`src/rtl/code_entry_controller.sv`:
```
// rtl/code_entry_controller.sv - keypad product-code entry controller
//
// Collects NUM_DIGITS decimal key presses into a product number, supporting
// backspace, cancel, illegal-key rejection and an inactivity timeout.
//
// Ports:
//   clock          in   system clock, all logic on the rising edge
//   reset_n        in   synchronous active-low reset
//   valid          in   one-cycle key strobe, code sampled when high
//   code[3:0]      in   0-9 digit, 0xA backspace, 0xB cancel, 0xC-0xF illegal
//   product_no     out  last accepted product number (held between codes)
//   valid_product  out  one-cycle pulse, product_no newly valid
//   err_valid      out  one-cycle pulse, entry rejected
//   err_code[1:0]  out  0 illegal key, 1 out of range, 2 timeout; held
//   digit_count    out  digits currently entered
//   S_Row          out  keypad row-scan enable, high once out of reset

module code_entry_controller #(
    parameter int NUM_DIGITS     = 2,
    parameter int OUT_W          = 7,
    parameter int MAX_PRODUCT    = 63,
    parameter int TIMEOUT_CYCLES = 1000
) (
    input  logic             clock,
    input  logic             reset_n,
    input  logic             valid,
    input  logic [3:0]       code,
    output logic [OUT_W-1:0] product_no,
    output logic             valid_product,
    output logic             err_valid,
    output logic [1:0]       err_code,
    output logic [2:0]       digit_count,
    output logic             S_Row
);

    localparam int               TW         = $clog2(TIMEOUT_CYCLES);
    localparam logic [2:0]       LAST_COUNT = 3'(NUM_DIGITS);
    localparam logic [TW-1:0]    TIMER_MAX  = TW'(TIMEOUT_CYCLES - 1);
    localparam logic [OUT_W-1:0] TEN        = OUT_W'(10);

    typedef enum logic [1:0] {
        ST_IDLE    = 2'd0,
        ST_COLLECT = 2'd1,
        ST_CHECK   = 2'd2
    } state_t;

    state_t           r_state;
    logic [OUT_W-1:0] r_acc;
    logic [2:0]       r_count;
    logic [TW-1:0]    r_timer;
    logic [OUT_W-1:0] r_product;
    logic             r_valid_product;
    logic             r_err_valid;
    logic [1:0]       r_err_code;
    logic             r_srow;

    state_t           w_state_nxt;
    logic [OUT_W-1:0] w_acc_nxt;
    logic [2:0]       w_count_nxt;
    logic [TW-1:0]    w_timer_nxt;
    logic [OUT_W-1:0] w_product_nxt;
    logic             w_valid_product_nxt;
    logic             w_err_valid_nxt;
    logic [1:0]       w_err_code_nxt;

    logic             w_is_digit;
    logic             w_is_bksp;
    logic             w_is_cancel;
    logic [OUT_W-1:0] w_acc_shift;
    logic [OUT_W-1:0] w_acc_div10;
    logic [2:0]       w_count_inc;
    logic [31:0]      w_acc_wide;
    logic             w_in_range;

    assign w_is_digit  = (code <= 4'd9);
    assign w_is_bksp   = (code == 4'hA);
    assign w_is_cancel = (code == 4'hB);

    // acc*10 + d as shifts; the accumulator holds fewer than NUM_DIGITS
    // digits here, so the result always fits in OUT_W bits.
    assign w_acc_shift = (r_acc << 3) + (r_acc << 1) + OUT_W'(code);
    assign w_acc_div10 = r_acc / TEN;
    assign w_count_inc = r_count + 3'd1;
    assign w_acc_wide  = 32'(r_acc);
    assign w_in_range  = (w_acc_wide <= 32'(MAX_PRODUCT));

    always_ff @(posedge clock) begin
        if (!reset_n) begin
            r_state         <= ST_IDLE;
            r_acc           <= '0;
            r_count         <= '0;
            r_timer         <= '0;
            r_product       <= '0;
            r_valid_product <= 1'b0;
            r_err_valid     <= 1'b0;
            r_err_code      <= 2'd0;
            r_srow          <= 1'b0;
        end else begin
            r_state         <= w_state_nxt;
            r_acc           <= w_acc_nxt;
            r_count         <= w_count_nxt;
            r_timer         <= w_timer_nxt;
            r_product       <= w_product_nxt;
            r_valid_product <= w_valid_product_nxt;
            r_err_valid     <= w_err_valid_nxt;
            r_err_code      <= w_err_code_nxt;
            r_srow          <= 1'b1;
        end
    end

    always_comb begin
        w_state_nxt         = r_state;
        w_acc_nxt           = r_acc;
        w_count_nxt         = r_count;
        w_timer_nxt         = r_timer;
        w_product_nxt       = r_product;
        w_valid_product_nxt = 1'b0;
        w_err_valid_nxt     = 1'b0;
        w_err_code_nxt      = r_err_code;

        case (r_state)
            ST_IDLE, ST_COLLECT: begin
                if (valid) begin
                    // Any key restarts the inactivity timer, which also gives
                    // a key priority over an expiry in the same cycle.
                    w_timer_nxt = '0;
                    if (w_is_digit) begin
                        w_acc_nxt   = w_acc_shift;
                        w_count_nxt = w_count_inc;
                        w_state_nxt = (w_count_inc == LAST_COUNT) ? ST_CHECK : ST_COLLECT;
                    end else if (w_is_bksp) begin
                        if (r_state == ST_COLLECT) begin
                            w_acc_nxt   = w_acc_div10;
                            w_count_nxt = r_count - 3'd1;
                            w_state_nxt = (r_count == 3'd1) ? ST_IDLE : ST_COLLECT;
                        end
                    end else if (w_is_cancel) begin
                        w_acc_nxt   = '0;
                        w_count_nxt = '0;
                        w_state_nxt = ST_IDLE;
                    end else begin
                        w_acc_nxt       = '0;
                        w_count_nxt     = '0;
                        w_state_nxt     = ST_IDLE;
                        w_err_valid_nxt = 1'b1;
                        w_err_code_nxt  = 2'd0;
                    end
                end else if (r_state == ST_COLLECT) begin
                    if (r_timer == TIMER_MAX) begin
                        w_acc_nxt       = '0;
                        w_count_nxt     = '0;
                        w_timer_nxt     = '0;
                        w_state_nxt     = ST_IDLE;
                        w_err_valid_nxt = 1'b1;
                        w_err_code_nxt  = 2'd2;
                    end else begin
                        w_timer_nxt = r_timer + TW'(1);
                    end
                end
            end

            // Single-cycle range check; keys arriving now are dropped.
            ST_CHECK: begin
                if (w_in_range) begin
                    w_product_nxt       = r_acc;
                    w_valid_product_nxt = 1'b1;
                end else begin
                    w_err_valid_nxt = 1'b1;
                    w_err_code_nxt  = 2'd1;
                end
                w_acc_nxt   = '0;
                w_count_nxt = '0;
                w_timer_nxt = '0;
                w_state_nxt = ST_IDLE;
            end

            default: begin
                w_acc_nxt   = '0;
                w_count_nxt = '0;
                w_timer_nxt = '0;
                w_state_nxt = ST_IDLE;
            end
        endcase
    end

    assign product_no    = r_product;
    assign valid_product = r_valid_product;
    assign err_valid     = r_err_valid;
    assign err_code      = r_err_code;
    assign digit_count   = r_count;
    assign S_Row         = r_srow;

endmodule

```
`config.mk`:
```
export PLATFORM = sky130hd
export DESIGN_NAME = code_entry_controller
export DESIGN_NICKNAME = d
export VERILOG_FILES = /design/src/rtl/code_entry_controller.sv
export SDC_FILE = /design/constraint.sdc
export NUM_CORES = 1
export LEC_CHECK = 0
export ABC_CLOCK_PERIOD_IN_PS = 5550
export CORE_MARGIN = 1
export CORE_UTILIZATION = 60
export CTS_BUF_LIST = sky130_fd_sc_hd__clkbuf_4
export DETAILED_ROUTE_END_ITERATION = 8
export PLACE_DENSITY = 0.84
export SLEW_MARGIN = 20
export SYNTH_ARGS = -nofsm -noshare
export SYNTH_HDL_FRONTEND = slang
export SYNTH_SLANG_ARGS = --single-unit
```
`constraint.sdc`:
```
create_clock -name clock -period 5.55 [get_ports clock]
set_input_delay 0.555 -clock clock [delete_from_list [all_inputs] [get_ports clock]]
set_output_delay 0.555 -clock clock [all_outputs]
set_load 0.02 [all_outputs]
```
# After elaboration in Yosys (flattened, before gate mapping)
# Index checks and enable logic that the tools add are counted.
# classes
add_sub_neg	5
div_mod_pow	1
n_lt_le_gt_ge	2
n_eq_ne	14
n_mux	39
n_bitwise	2
reduce_logical	11
# op_table
op	n
$mux 7	6
$mux 2	14
$mux 3	6
$ne 3x3->1 const B	5
$add 10x1->10 const B	1
$eq 10x10->1 const B	1
$mux 1	10
$mux 10	1
$eq 4x4->1 const B	2
$add 7x4->7	1
$add 7x7->7	1
$div 7x4->7 const B	1
$le 7x6->1 const B	1
$reduce_and 7->1	1
$reduce_and 2->1	3
$reduce_bool 2->1	3
$le 4x4->1 const B	1
$pmux 2 s2	1
$add 3x1->3 const B	1
$eq 3x1->1 const B	1
$eq 3x2->1 const B	1
$ne 3x2->1 const B	1
$reduce_and 3->1	1
$reduce_or 3->1	1
8 further kinds	9
# word_totals
reg_bits	34
input_bits	7
out_inout_bits	15
elab_cells	83

# Depth between registers and ports, before layout
# Gate-level depths: netlist of the first run.
# logic_depth
ltp_word	6
mapped_depth	9
ltp_nobuf	9

# Worst setup path before layout of the first run
# Ideal clock, no wire load.
# synth_path
path_type	input to register
from	in code[3]
to	reg r_acc[6]
setup_time_ns	0.128
arrival_ns	2.120
slack_ns	3.302
cell_stages	7
path_cell_list	fa_1 > ha_1 > nor2b_1 > o21a_1 > or3_1 > a32oi_1 > nor2_1
# synth_between
elab_chain_len	4
# synth_rtl
element	line	source
start: declaration	27	input logic [3:0] code,
branches (longest 4 deep; another with $add 7x4->7)	n/a	
end signal: assignment	100	r_acc <= w_acc_nxt;
end: declaration	48	logic [OUT_W-1:0] r_acc;
# Several ways; the timed one is not identified.
# A chain may end at the register's enable or synchronous reset.

# Worst setup path after layout of the first run
# Same ends and word-level chain as after synthesis.

==> results of run 1 <==
-- path summary, 6_finish.rpt --
check | from | endpoint | slack [ns] | cells after the start
hold / removal | err_code[1] | err_code[1] | 0.47 | 2
setup / recovery | code[3] | r_acc[6] | 2.96 | 9
setup reg to reg | r_acc[2] | r_acc[6] | 3.16 | 8
hold reg to reg | err_code[1] | err_code[1] | 0.47 | 2
-- where the power goes --
group	switching (mW)	leakage, nW	internal (mW)
Clock	0.0800	0.0387	0.0910
Sequential	0.00992	0.275	0.249
Combinational	0.0389	0.561	0.0333
-- logic make-up after synthesis --
| kind of cell | count (synthesis) |
|---|---|
| AO/OA/AOI/OAI | 48 |
| multiplexers | 8 |
| XOR/XNOR | 15 |
| buffers and inverters | 22 |
| flip-flops | 34 |
| AND/OR/NAND/NOR | 79 |
| adder cells (fa/ha/maj) | 19 |
-- sequential cells by signal, indices dropped and copies added (netlist names) --
name / flops
S_Row: 1
digit_count: 3
r_state: 2
err_code: 2
r_timer: 10
err_valid: 1
product_no: 7
valid_product: 1
r_acc: 7
-- Yosys cell counts (2+ instances only) --
cell / number
and2_1: 2
nand3b_1: 2
mux2i_1: 7
ha_1: 16
a21o_1: 2
nand3_1: 4
nor2b_1: 2
fa_1: 2
o2bb2ai_1: 2
o21ai_1: 3
nand2_1: 14
clkbuf_1: 8
nor3_1: 4
xnor2_1: 9
o21ai_0: 8
or3_1: 3
o32ai_1: 2
nand4b_1: 2
nand4_1: 3
nand2b_1: 3
a22o_1: 2
dfxtp_1: 34
inv_1: 11
xor2_1: 6
o21a_1: 3
a21oi_1: 10
a2bb2oi_1: 2
a22oi_1: 2
nor2_1: 31
-- critical path, delay by kind of cell --
family	cells	cell delay (ns)
adder cells (fa/ha/maj)	2	1.06
buffers and inverters	2	0.57
AO/OA/AOI/OAI	3	0.43
AND/OR/NAND/NOR	2	0.20
-- per-layer routing --
metal	vias up	track usage (%)
li1	830	-
met1	755	31.3
met2	31	40.3
met3	7	5.90
met4	0	8.84
met5	-	0
-- layout make-up --
class	instances	area share (%)
clock inverters	2	1.50
well taps	44	2.45
multi-input cells	169	52.7
inverters	12	2.01
repair buffers	21	9.36
clock buffers	5	1.67
flip-flops and latches	34	30.3
-- per-stage QoR --
step,power (mW),worst slack (ns),area (um2),cells
floorplan,0.314,3.30,1960,225
global placement,0.334,2.69,2170,280
detailed placement,0.336,2.61,2170,280
CTS,0.508,2.98,2250,287
global route,0.525,2.81,2250,287
finish,0.502,2.96,2250,287
==> impl_metrics.toml, run 1 <==
[run_status]
status = "finished clean"

[global_route]
track_usage_pct = 24.5
grt_antenna_before_repair = 0
grt_pass1_wl_um = 6430
grt-ovfl-total = 0
grt_pass1_vias = 1483
grt_max_degree = 14

[yosys]
synth-seq-area-share_pct = 34.8
synth.distinct_cells = 55
synthFlopType = "dfxtp_1"
synthXorXnorAreaFrac_pct = 6.72
ys_seq_elements = 34
synth_top_family_by_area = "simple AND/OR/NAND/NOR gates"
synth_compound_area_share_pct = 16.6
postSynthCellCount = 225
yosys-top-cells-area = "dfxtp_1 35%, ha_1 10%, nor2_1 6.0%"
synth_area_mm2 = 0.00196
yosys_warnings = 0
synthMuxAreaShare_pct = 4.16
synth_edf_count = 0
ys_async_sr_fraction_pct = 0
yosys.area_share.adder_pct = 12.8
synth-simple-area-share_pct = 20.2
syn_nets = 250
avgSynthCellArea_um2 = 8.69
synth_area_leader_cell = "dfxtp_1"
netlist.area_leader.share_pct = 34.8

[cells_and_area]
final_cell_mix = "34 x dfxtp_1, 31 x nor2_1, 21 x clkdlybuf4s50_1, 16 x ha_1, 14 x nand2_1"
final_common_cell = "dfxtp_1"
antenna_cells = 0
nets = 268
nFillCells = 252
seqCellArea_um2 = 681
drive_gt1_share_pct = 3.70
multiInputGateArea_mm2 = 0.00118
final_util_pct = 73.0
area_delta_synth_final_pct = 14.8

[sta]
max_freq_mhz = 386
setup_viol = 0
clock_skew_ns = 0.00817
tns_ns = 0
slew-limit-headroom_pct = 48.8
whs_ns = 0.471
slew_violations = 0
grt_setup_unrepaired = "false"
finalCriticalPeriod_ns = 2.59
fin_crit_sh_pct = 46.7
hold_viol = 0
tightest_slew_ns = 0.760

[critical_path]
crit_path_end_kind = "flop"
cp.arrival_ns = 2.82
critPathLaunchType = "primary input"
cpMostUsedCell = "fa_1"
critPathMaxStageDelay_ns = 0.60
cp_cell_sequence = "clkdlybuf4s50_1, fa_1, inv_1, fa_1, nor2b_1, o21a_1, o21ai_0, a32oi_1, nor2_1"
path_class = "in2reg"
crit_required_ns = 5.77
crit_path_max_fanout = 6
critPathSlowestCell = "fa_1"

[detailed_routing]
drt_pass1_iterations = 4
postRouteAntennaNets = 0
wl_met3_um = 168
drtIter0Drc = 91
wirelength_met1_um = 1820
vias_per_cell = 5.66
dr.max_layer_used = "met4"
vias = 1623
post_drt_wl_per_cell_um = 13.4
drc = 0
routed-wl-met2_um = 1800
wirelength_um = 3850

[floorplanning]
row_count = 20
chipWidth_um = 59.1
start_util_pct = 63.5
core_area_mm2 = 0.00308
die_area_mm2 = 0.00349
ioPinCount = 22
die_y_um = 59.1

[cts]
numCtsBuffers = 5
clockBufferDepth = 2
post_cts.repair.setup_buffers = 0
cts_resized = 0
clock_sinks = 34
hold_buffers = 0
cts_tree = "yes"
insertion_delay_ns = 0.34
cts_root_buf = "clkbuf_4"
htree_levels = 2
cts.reportedPaths.clkPinSlew_ns = 0.10

[hold_path]
min_path_type = "reg2reg"

[power_and_ir_drop]
power.density_mw_per_mm2 = 224
ir_worst_vdd_mv = 0.193
p_leak_nw = 0.875

[place]
place_hpwl_um = 2850
port_buffers = 21
gp_congestion = 0.819

[flow_run]
maxCapViolations = 0
Power figures use the tool's default switching activity.
==> inputs of run 2 (changes only) <==
--- a/config.mk
+++ b/config.mk
@@ -5,12 +5,12 @@
 export SDC_FILE = /design/constraint.sdc
 export NUM_CORES = 1
 export LEC_CHECK = 0
-export ABC_CLOCK_PERIOD_IN_PS = 5550
+export ABC_CLOCK_PERIOD_IN_PS = 2600
 export CORE_MARGIN = 1
-export CORE_UTILIZATION = 60
+export CORE_UTILIZATION = 58
 export CTS_BUF_LIST = sky130_fd_sc_hd__clkbuf_4
 export DETAILED_ROUTE_END_ITERATION = 8
-export PLACE_DENSITY = 0.84
+export PLACE_DENSITY = 0.82
 export SLEW_MARGIN = 20
 export SYNTH_ARGS = -nofsm -noshare
 export SYNTH_HDL_FRONTEND = slang
==> constraint.sdc (replaced) <==
create_clock -name clock -period 2.6 [get_ports clock]
set_input_delay 0.26 -clock clock [delete_from_list [all_inputs] [get_ports clock]]
set_output_delay 0.26 -clock clock [all_outputs]
set_load 0.02 [all_outputs]
==> impl_metrics.toml, run 2 (synthesis results as in run 1) <==
[run_status]
status = "finished clean"

[power_and_ir_drop]
ir_worst_vdd_mv = 0.367
p_leak_nw = 0.900
power.density_mw_per_mm2 = 437

[cts]
cts_root_buf = "clkbuf_4"
cts_tree = "yes"
post_cts.repair.setup_buffers = 0
cts_resized = 0
cts.reportedPaths.clkPinSlew_ns = 0.10
hold_buffers = 0
numCtsBuffers = 5
clock_sinks = 34
insertion_delay_ns = 0.34
clockBufferDepth = 2
htree_levels = 2

[cells_and_area]
largest_reg_flops = 10
regMostFlops = "r_timer"
nets = 275
drive_gt1_share_pct = 6.77
final_cell_count_no_fill = 295
antenna_cells = 0
area_delta_synth_final_pct = 16.6
final_cell_mix = "34 x dfxtp_1, 31 x nor2_1, 21 x clkdlybuf4s50_1, 16 x ha_1, 14 x nand2_1"
design_area_mm2 = 0.00228
final_common_cell = "dfxtp_1"

[sta]
finalCriticalPeriod_ns = 2.26
fin_ws_ns = 0.337
setup_viol = 0
max_freq_mhz = 442
hold_viol = 0
tns_ns = 0
slew-limit-headroom_pct = 54.3
tightest_slew_ns = 0.679
fin_crit_sh_pct = 87.0
slew_violations = 0
clock_skew_ns = 0.0208
grt_setup_unrepaired = "false"

[floorplanning]
chipWidth_um = 60.1
ioPinCount = 22
die_area_mm2 = 0.00361
row_count = 20
start_util_pct = 62.5
die_y_um = 60.1
core_area_mm2 = 0.00313

[hold_path]
whs_endpoint = "err_code[1]"
holdPathStages = 2
min-delay-start = "err_code[1]"
min_path_type = "reg2reg"

[critical_path]
rr_worst_depth = 6
critPathLaunchType = "flop"
cp.arrival_ns = 2.52
crit_path_max_fanout = 10
worstReg2RegEnd = "digit_count[2]"
cp_cell_sequence = "ha_1, nand4b_1, or4_1, and2_4, or4b_1, a21oi_1"
crit_required_ns = 2.85
path_class = "reg2reg"
critPathMaxStageDelay_ns = 0.59
regToRegStartpoint = "r_timer[0]"
critPathSlowestCell = "or4_1"
r2r_slack_ns = 0.34
crit_path_end_kind = "flop"

[detailed_routing]
vias_per_cell = 5.62
wl_met3_um = 144
drtIter0Drc = 90
vias = 1657
drc = 0
wirelength_met1_um = 1880
postRouteAntennaNets = 0
wirelength_um = 4060
post_drt_wl_per_cell_um = 13.8
drt_pass1_iterations = 4
dr.max_layer_used = "met4"
routed-wl-met2_um = 1990

[flow_run]
maxCapViolations = 0

[global_route]
grt_max_degree = 13
grt_pass1_vias = 1541
grt_antenna_before_repair = 0
track_usage_pct = 25.9
grt-ovfl-total = 0
grt_pass1_wl_um = 6820

[place]
place_ws_ns = 0.0410
dpl.cell_count = 287
place_hpwl_um = 3030
placed_area_mm2 = 0.00223
gp_congestion = 0.815
port_buffers = 21
==> run 2: cell types whose count changed in the layout (fill, tap and decap cells not counted), sizes merged <==
cell | before | now
buf | 0 | 7
clkinvlp | 0 | 1
bufinv | 1 | 0
clkinv | 2 | 3
==> run 2: critical path: cells and delay by family, from the launching register on <==
kind                     cells  cell delay, ns
AND/OR/NAND/NOR              4            1.48
flip-flops                   1            0.38
adder cells (fa/ha/maj)      1            0.20
AO/OA/AOI/OAI                1            0.14
==> run 2: power breakdown <==
part	internal [mW]	total (mW)	switching [mW]
sequential	0.532	0.547	0.0158
clock	0.101	0.282	0.181
combinational	0.0777	0.166	0.0885
total	0.710	0.996	0.286
==> run 2: how the worst max path moves through the flow <==
stage | start | endpoint
final | r_timer[0] | digit_count[2]
after global routing | r_timer[0] | digit_count[2]
after CTS | r_timer[0] | digit_count[2]
after detailed placement | code[3] | r_acc[6]
after global placement | code[3] | r_acc[6]
after floorplan | r_timer[0] | digit_count[2]
==> run 2: cell type report <==
class	count	area (um2)
clock buffers	5	37.5
inverters	12	45.0
flip-flops and latches	34	681
well taps	44	55.1
multi-input cells	169	1180
clock inverters	3	16.3
repair buffers	28	263
fillers	240	847
==> run 2: through the flow <==
| step | total power [mW] | hold slack [ns] | utilization (%) |
|---|---|---|---|
| 2_1_floorplan | 0.671 | 0.288 | - |
| 3_3_place_gp | 0.721 | 0.449 | 71.2 |
| 3_5_place_dp | 0.725 | 0.481 | 71.2 |
| 4_1_cts | 1.00 | 0.496 | 72.9 |
| 5_1_grt | 1.05 | 0.517 | 72.9 |
| 6_report | 0.996 | 0.486 | 72.9 |
==> run 2: layer usage <==
metal,global-route usage [%],vias up
met1,32.4,762
met4,10.3,0
met3,5.19,7
li1,-,854
met5,0,-
met2,43.2,34
==> inputs of run 3 (changes only) <==
--- a/config.mk
+++ b/config.mk
@@ -11,6 +11,7 @@
 export CTS_BUF_LIST = sky130_fd_sc_hd__clkbuf_4
 export DETAILED_ROUTE_END_ITERATION = 8
 export PLACE_DENSITY = 0.82
+export SKIP_CTS_REPAIR_TIMING = 1
 export SLEW_MARGIN = 20
 export SYNTH_ARGS = -nofsm -noshare
 export SYNTH_HDL_FRONTEND = slang
==> results of run 3 <==
The final DEF is identical to that of run 2; final timing and power are the same.
